$ cat config.mk
export PLATFORM = sky130hd
export DESIGN_NAME = uart_echo_fifo_ctrl
export DESIGN_NICKNAME = d
export VERILOG_FILES = /design/src/rtl/uart_pkg.sv /design/src/rtl/uart_echo_fifo_ctrl_sync_fifo.sv /design/src/rtl/uart_echo_fifo_ctrl.sv
export SDC_FILE = /design/constraint.sdc
export NUM_CORES = 1
export LEC_CHECK = 0
export BUFFER_PORTS_ARGS = -buffer_cell sky130_fd_sc_hd__buf_2
export CORE_AREA = 4 4 170 172
export DETAILED_ROUTE_END_ITERATION = 10
export DIE_AREA = 0 0 174 176
export GPL_TIMING_DRIVEN = 1
export PLACE_DENSITY_LB_ADDON = 0.25
export SLEW_MARGIN = 20
export SYNTH_ARGS = -nofsm -noshare
export SYNTH_HDL_FRONTEND = slang
export SYNTH_SLANG_ARGS = --single-unit
export TNS_END_PERCENT = 30
$ cat constraint.sdc
create_clock -name clk -period 3.8 [get_ports clk]
set_input_delay 0.76 -clock clk [delete_from_list [all_inputs] [get_ports clk]]
set_output_delay 0.76 -clock clk [all_outputs]
set_load 0.05 [all_outputs]
$ cat src/rtl/uart_pkg.sv
// Shared encodings for the UART echo FIFO controller: transform modes,
// RX/TX FSM states and the TX busy-detect timeout.
package uart_pkg;
    typedef logic [1:0] mode_t;

    localparam mode_t MODE_ECHO    = 2'd0;
    localparam mode_t MODE_XOR     = 2'd1;
    localparam mode_t MODE_REV     = 2'd2;
    localparam mode_t MODE_DISCARD = 2'd3;

    localparam logic [1:0] RX_IDLE = 2'd0;
    localparam logic [1:0] RX_ACK  = 2'd1;
    localparam logic [1:0] RX_DROP = 2'd2;

    localparam logic [1:0] TX_IDLE = 2'd0;
    localparam logic [1:0] TX_LOAD = 2'd1;
    localparam logic [1:0] TX_BUSY = 2'd2;
    localparam logic [1:0] TX_WAIT = 2'd3;

    // Cycles to wait in TX_BUSY for a late-starting transmitter before
    // treating the word as sent.
    localparam int TX_TIMEOUT = 4;
endpackage

$ cat src/rtl/uart_echo_fifo_ctrl_sync_fifo.sv
// Synchronous FIFO with a registered occupancy count. A write while full is
// dropped even if a pop happens in the same cycle.
module sync_fifo #(
    parameter  int DATA_LEN   = 8,
    parameter  int FIFO_DEPTH = 16,
    localparam int ADDR_W     = $clog2(FIFO_DEPTH)
) (
    input  logic                clk,
    input  logic                rst,
    input  logic                wr_en,
    input  logic [DATA_LEN-1:0] wr_data,
    input  logic                rd_en,
    output logic [DATA_LEN-1:0] rd_data,
    output logic [ADDR_W:0]     count,
    output logic                full,
    output logic                empty
);
    localparam int            CW      = ADDR_W + 1;
    localparam logic [CW-1:0] DEPTH_C = CW'(FIFO_DEPTH);

    logic [DATA_LEN-1:0] r_mem [FIFO_DEPTH];
    logic [ADDR_W-1:0]   r_wr_ptr;
    logic [ADDR_W-1:0]   r_rd_ptr;
    logic [CW-1:0]       r_count;
    logic                w_wr_acc;
    logic                w_rd_acc;

    assign full     = (r_count == DEPTH_C);
    assign empty    = (r_count == '0);
    assign count    = r_count;
    assign rd_data  = r_mem[r_rd_ptr];
    assign w_wr_acc = wr_en & ~full;
    assign w_rd_acc = rd_en & ~empty;

    always_ff @(posedge clk) begin
        if (w_wr_acc) r_mem[r_wr_ptr] <= wr_data;
    end

    // Pointers are exactly ADDR_W wide, so wrap is the natural overflow.
    always_ff @(posedge clk) begin
        if (rst) begin
            r_wr_ptr <= '0;
            r_rd_ptr <= '0;
            r_count  <= '0;
        end else begin
            if (w_wr_acc) r_wr_ptr <= r_wr_ptr + ADDR_W'(1);
            if (w_rd_acc) r_rd_ptr <= r_rd_ptr + ADDR_W'(1);
            case ({w_wr_acc, w_rd_acc})
                2'b10:   r_count <= r_count + CW'(1);
                2'b01:   r_count <= r_count - CW'(1);
                default: r_count <= r_count;
            endcase
        end
    end
endmodule

$ cat src/rtl/uart_echo_fifo_ctrl.sv
// UART echo controller: acks received words into a FIFO (with an optional
// per-word transform) and replays them to the transmitter back-to-back.
module uart_echo_fifo_ctrl
    import uart_pkg::*;
#(
    parameter  int DATA_LEN   = 8,
    parameter  int FIFO_DEPTH = 16,
    localparam int ADDR_W     = $clog2(FIFO_DEPTH)
) (
    input  logic                clk,
    input  logic                rst,
    input  logic                rx_data_ready,
    input  logic [DATA_LEN-1:0] rx_data,
    output logic                rx_data_readed,
    input  logic                tx_empty,
    output logic [DATA_LEN-1:0] tx_data,
    output logic                tx_load,
    input  logic [1:0]          mode,
    input  logic [DATA_LEN-1:0] xor_mask,
    input  logic                clear_overflow,
    output logic [ADDR_W:0]     fifo_count,
    output logic                overflow
);
    localparam int TO_W = $clog2(TX_TIMEOUT);

    logic [1:0]          r_rx_state;
    logic [1:0]          r_tx_state;
    logic [TO_W-1:0]     r_to_cnt;
    logic [DATA_LEN-1:0] r_tx_data;
    logic                r_overflow;

    logic [DATA_LEN-1:0] w_rev;
    logic [DATA_LEN-1:0] w_xf;
    logic [DATA_LEN-1:0] w_head;
    logic                w_wr_en;
    logic                w_pop;
    logic                w_full;
    logic                w_empty;
    mode_t               w_mode;

    assign w_mode = mode_t'(mode);

    for (genvar i = 0; i < DATA_LEN; i++) begin : g_rev
        assign w_rev[i] = rx_data[DATA_LEN-1-i];
    end

    always_comb begin
        w_xf = rx_data;
        case (w_mode)
            MODE_XOR: w_xf = rx_data ^ xor_mask;
            MODE_REV: w_xf = w_rev;
            default:  w_xf = rx_data;
        endcase
    end

    // Transform and mode are sampled in the single ack cycle.
    assign w_wr_en = (r_rx_state == RX_ACK) && (w_mode != MODE_DISCARD);
    assign w_pop   = (r_tx_state == TX_IDLE) && !w_empty && tx_empty;

    sync_fifo #(
        .DATA_LEN  (DATA_LEN),
        .FIFO_DEPTH(FIFO_DEPTH)
    ) u_fifo (
        .clk    (clk),
        .rst    (rst),
        .wr_en  (w_wr_en),
        .wr_data(w_xf),
        .rd_en  (w_pop),
        .rd_data(w_head),
        .count  (fifo_count),
        .full   (w_full),
        .empty  (w_empty)
    );

    always_ff @(posedge clk) begin
        if (rst) begin
            r_rx_state <= RX_IDLE;
        end else begin
            case (r_rx_state)
                RX_IDLE: if (rx_data_ready) r_rx_state <= RX_ACK;
                RX_ACK:  r_rx_state <= RX_DROP;
                RX_DROP: if (!rx_data_ready) r_rx_state <= RX_IDLE;
                default: r_rx_state <= RX_IDLE;
            endcase
        end
    end

    // A set in the same cycle as clear_overflow wins.
    always_ff @(posedge clk) begin
        if (rst)                     r_overflow <= 1'b0;
        else if (w_wr_en && w_full)  r_overflow <= 1'b1;
        else if (clear_overflow)     r_overflow <= 1'b0;
    end

    always_ff @(posedge clk) begin
        if (rst) begin
            r_tx_state <= TX_IDLE;
            r_tx_data  <= '0;
            r_to_cnt   <= '0;
        end else begin
            case (r_tx_state)
                TX_IDLE: begin
                    if (w_pop) begin
                        r_tx_data  <= w_head;
                        r_tx_state <= TX_LOAD;
                    end
                end
                TX_LOAD: begin
                    r_to_cnt   <= '0;
                    r_tx_state <= TX_BUSY;
                end
                TX_BUSY: begin
                    // Some cores never drop tx_empty for short words; give up
                    // waiting and count the word as sent.
                    if (!tx_empty)                             r_tx_state <= TX_WAIT;
                    else if (r_to_cnt == TO_W'(TX_TIMEOUT-1))  r_tx_state <= TX_IDLE;
                    else                                       r_to_cnt   <= r_to_cnt + TO_W'(1);
                end
                TX_WAIT: if (tx_empty) r_tx_state <= TX_IDLE;
                default: r_tx_state <= TX_IDLE;
            endcase
        end
    end

    assign rx_data_readed = (r_rx_state == RX_ACK);
    assign tx_load        = (r_tx_state == TX_LOAD);
    assign tx_data        = r_tx_data;
    assign overflow       = r_overflow;
endmodule

# == Yosys cells after proc, flatten, opt, wreduce, memory -nomap -nowiden ==
# Memory sizes are Yosys's and may differ from the RTL's. A register that Yosys moved wholly into a read port is not among the register bits.
# Cells that the tools add are included.
# totals
memories,1
ram_bits,128
ff_bits,20
output_inout_bits,16
# mem_list
name,depth,word_bits,rd,rd_clocked_by_memory_dff,write_ports,line,rtl
u_fifo.r_mem,16,8,1,1,1,uart_echo_fifo_ctrl_sync_fifo.sv:21,logic [DATA_LEN-1:0] r_mem [FIFO_DEPTH];
# op_classes
add_sub_neg,5
n_reduce_logical,15
mux,17
bitwise_logic,5
eq_ne,19
# op_table
cell,n
two-way mux 2 bit,8
one-hot mux 8 bit (2 select lines),1
"equality test 2 bit, second input constant",6
"inequality test 2 bit, second input constant",6
one-hot mux 5 bit (2 select lines),1
"adder 4 x 1 -> 4 bit, second input constant",2
"equality test 2 x 1 -> 1 bit, second input constant",4
one-hot mux 2 bit (4 select lines),1
bitwise XOR 8 bit,1
one-hot mux 2 bit (3 select lines),1
AND reduction 3 bit,2
nonzero test 2 bit,3
"adder 5 x 1 -> 5 bit, second input constant",1
"equality test 5 bit, second input constant",1
zero test 5 bit,1
"subtractor 5 x 1 -> 5 bit, second input constant",1
logical AND 1 bit,4
zero test 2 bit,2
two-way mux 1 bit,4
one-hot mux 2 bit (2 select lines),1
AND reduction 2 bit,2
"inequality test 3 bit, second input constant",1
"adder 2 x 1 -> 2 bit, second input constant",1
AND 1 bit,2
3 further kinds,4

# == Depth between registers and ports, before layout ==
# logic_depth
depth_word,7
depth_mapped,12

# == Hierarchy ==
# Synthesis repeated with hierarchy kept, for this count alone.
# unflattened
hier_cells,446
area_unflattened_um2,6799.0
# by_module_without_submodules
mod,instances,cells_per_inst,area_per_inst_um2,seq_area_each_um2
sync_fifo,1,324,5836.8,4184.0
uart_echo_fifo_ctrl,1,122,962.2,300.3

# == Worst setup path before layout ==
# No wires, ideal clock.
# synth_timing
path_type,input to register
start,input mode[0]
end,register u_fifo.r_count[4] (netlist: u_fifo.count[4])
arrival_ns,3.070
required_time_ns,3.718
cell_stages,12
setup_slack_ns,0.647
setup_ns,0.082
path_cell_list,ha_1 -> or3b_1 -> a21oi_2 -> inv_1 -> ha_1 -> clkbuf_1 -> xor2_1 -> ha_1 -> a21oi_1 -> o2bb2ai_1 -> or4_1 -> o2111ai_1
# synth_via
elab_chain_len,5
# synth_lines
item,line,rtl
start: declaration,uart_echo_fifo_ctrl.sv:18,"input logic [1:0] mode,"
inequality test 2 bit (*),uart_echo_fifo_ctrl.sv:57,assign w_wr_en = (r_rx_state == RX_ACK) && (w_mode != MODE_DISCARD);
logical AND 1 bit (*),uart_echo_fifo_ctrl.sv:57,
AND 1 bit (*),uart_echo_fifo_ctrl_sync_fifo.sv:32,assign w_wr_acc = wr_en & ~full;
equality test 2 x 1 -> 1 bit / equality test 2 bit (equally long branches),uart_echo_fifo_ctrl_sync_fifo.sv:48,"case ({w_wr_acc, w_rd_acc})"
one-hot mux 5 bit (2 select lines) / nonzero test 2 bit (equally long branches),-,
end signal: assignment,uart_echo_fifo_ctrl_sync_fifo.sv:49,2'b10: r_count <= r_count + CW'(1);
end signal: assignment,uart_echo_fifo_ctrl_sync_fifo.sv:50,2'b01: r_count <= r_count - CW'(1);
end signal: assignment,uart_echo_fifo_ctrl_sync_fifo.sv:51,default: r_count <= r_count;
end: declaration,uart_echo_fifo_ctrl_sync_fifo.sv:24,logic [CW-1:0] r_count;
# Every way passes the cells marked *; elsewhere a longest branch is shown, timed or not.
# A chain may end at the register's enable or synchronous reset.

# == Worst setup path in the final report ==
# Same ends and word-level chain as after synthesis.

==> impl_metrics.ini <==
[sta]
post-route-min-period_ps = 3016
slew_headroom = 0.4547
slew_viol_final = 0
finalCritPeriodShare = 0.7936
max_freq_ghz = 0.3316
setup_viol = 0
tns_ps = 0
hold_viol_final = 0
skew_ps = 5.581
tightest_slew_ps = 815.0
grt_setup_unrepaired = no

[power_and_ir_drop]
pwr-share-seq = 0.423
p_clk_frac = 0.349
switchingPower_uw = 1539
ir_worst_vdd_v = 0.0002031
powerDensity_nw_per_um2 = 617.9
pwr-share-comb = 0.227
leakagePower_uw = 0.002626
swShare = 0.3125
power.internal_uw = 3385

[floorplan]
die-area_um2 = 30620
start_util = 0.2460
die_y_um = 176
rows = 61
ioPinCount = 39
core_area_um2 = 27480
fp.dieW_um = 174

[synth]
synth_top_area_cell = edfxtp_1
yosys_warnings = 0
syn_area_um2 = 6760
synthCells = 465
avgSynthCellArea_um2 = 14.54
seq_area_frac_synth = 0.6515
synth_area_leaders = edfxtp_1 57%, dfxtp_1 8.3%, mux2i_1 6.4%
synth_edf_count = 128
ys.flop_type = edfxtp_1
yosysTopAreaCellShare = 0.5686
ys_async_sr_fraction = 0
ys_ff_latch = 156
syn_nets = 501
netlist-cell-type-count = 52

[route]
drc_errors = 0
routed-via-count = 3935
drt_iter0_drc = 322
vias_per_cell = 4.513
firstDrtPassIters = 6
wl_mm = 15.25
postRouteAntennaNets = 0
wl_per_cell_um = 17.49

[cells_and_area]
fillCellCount = 2779
regArea_um2 = 4405
fin_area_um2 = 7970
final_common_cell = edfxtp_1
finalNetCount = 549
final_cell_mix = 128 x edfxtp_1, 43 x mux2i_1, 41 x nor2_1
final_util = 0.2901
layout-drive-gt1-share = 0.2053
antenna_cells = 0
multiInputGateArea_um2 = 2136
area_delta_synth_final_pct = 17.90

[min_path]
min_from = overflow
hp-class = reg -> reg

[placement]
dp_hpwl_mm = 10.50
post_dp_cell_area_um2 = 7371
port_buffers = 38
place_congestion = 0.7559

[worst_setup_path]
required_ps = 4140
cp-start-kind = primary input
endpoint_kind = register
path_class = in -> reg
arrival_ps = 3350
critPathMaxFanout = 9
cp-startpoint = mode[0]
regToRegStartpoint = u_fifo.count[1]

[clocking]
ctsResizeCount = 0
path_clk_slew_ps = 60
post-cts-setup-buffers = 0
clock_latency_ps = 420
postCtsHoldBufs = 0
cts_tree = yes
cts_buffers = 17
clock_sinks = 156
cts_buffer_depth = 2
h-tree-depth = 4
root_buffer = clkbuf_16

[outcome]
outcome = finished, final reports clean

[global_routing]
grt_pass1_vias = 4016
grt_pass1_wl_mm = 23.91
track_usage = 0.1024
grt_max_degree = 33
grt_overflow_total = 0
antenna_found_initial = 0

[flow_run]
drv_cap = 0
[state kept, by name, summed over array words and instances, names as in the netlist]
register         count
r_rx_state           2
r_to_cnt             2
r_tx_state           2
u_fifo.count         5
tx_data              8
u_fifo.r_mem       128
u_fifo.r_wr_ptr      4
overflow             1
u_fifo.r_rd_ptr      4
[metrics by stage]
stage          power [µW]  hold WS (ps)  setup WS [ps]  cells
2_1_floorplan        2957         443.0          647.4    465
3_3_place_gp         3232         476.8          482.0    840
3_5_place_dp         3254         475.1          357.4    840
4_1_cts              4974         492.4          795.7    872
5_1_grt              5158         514.6          607.9    872
6_report             4925         487.1          784.4    872
[path summary, 6_finish.rpt]
path / end / cells past startpoint / slack [ps]
worst min-delay path: overflow / 2 / 490
worst max-delay path: u_fifo.count[4] / 11 / 780
worst max register to register: u_fifo.count[4] / 9 / 1030
worst min register to register: overflow / 2 / 490
[Yosys cell counts, drive strengths merged (2+ instances only)]
master	number
edfxtp	128
mux2i	43
nor2	41
dfxtp	28
o22ai	23
buf	21
nand2	18
inv	15
ha	13
mux4	12
a21oi	11
nor2b	9
nor3	9
a22oi	8
a311oi	8
clkbuf	8
nand2b	7
nor3b	7
o21ai	7
xor2	6
o211ai	5
or3b	4
a222oi	3
mux2	3
nand3b	3
or3	3
xnor2	3
a211oi	2
a32oi	2
nand3	2
or4	2
[area by class of cell]
| type | count | share of cell area |
|---|---|---|
| Sequential cell | 156 | 0.5527 |
| Timing Repair Buffer | 58 | 0.04270 |
| Inverter | 15 | 0.007064 |
| Clock buffer | 18 | 0.05385 |
| Multi-Input combinational cell | 265 | 0.2680 |
| Tap cell | 346 | 0.05432 |
| Clock inverter | 14 | 0.02135 |
[critical path: stages]
cell,delay [ps]
buf_2,120
ha_1,250
or3b_1,410
a21oi_2,150
inv_1,90
ha_1,300
ha_1,380
a31oi_1,210
o2bb2ai_1,110
or4_1,470
o2111ai_1,100
[cell families after synthesis]
logic type / share of synthesized area
xor gates and xnor gates: 0.01166
adders and majority gates: 0.02406
buffers and inverters: 0.03313
DFF: 0.6515
muxes: 0.1125
and+or+nand+nor: 0.08366
AOI/OAI and AO/OA: 0.08347
[power groups by stage]
stage / clock network (µW) / logic [µW] / registers, µW
after floorplan: 0 / 727 / 2230
after global placement: 0 / 1120 / 2120
after detailed placement: 0 / 1130 / 2120
after CTS: 1750 / 1130 / 2090
after global routing: 1840 / 1220 / 2100
final: 1720 / 1120 / 2090
[metal layers]
layer	global-route usage	vias up	share of wire
met4	0.03167	0	0.011
li1	-	1893	-
met5	0	-	0
met3	0.02056	12	0.024
met2	0.1641	54	0.47
met1	0.1409	1976	0.50
Note: power is estimated with default switching activity, not from simulation.
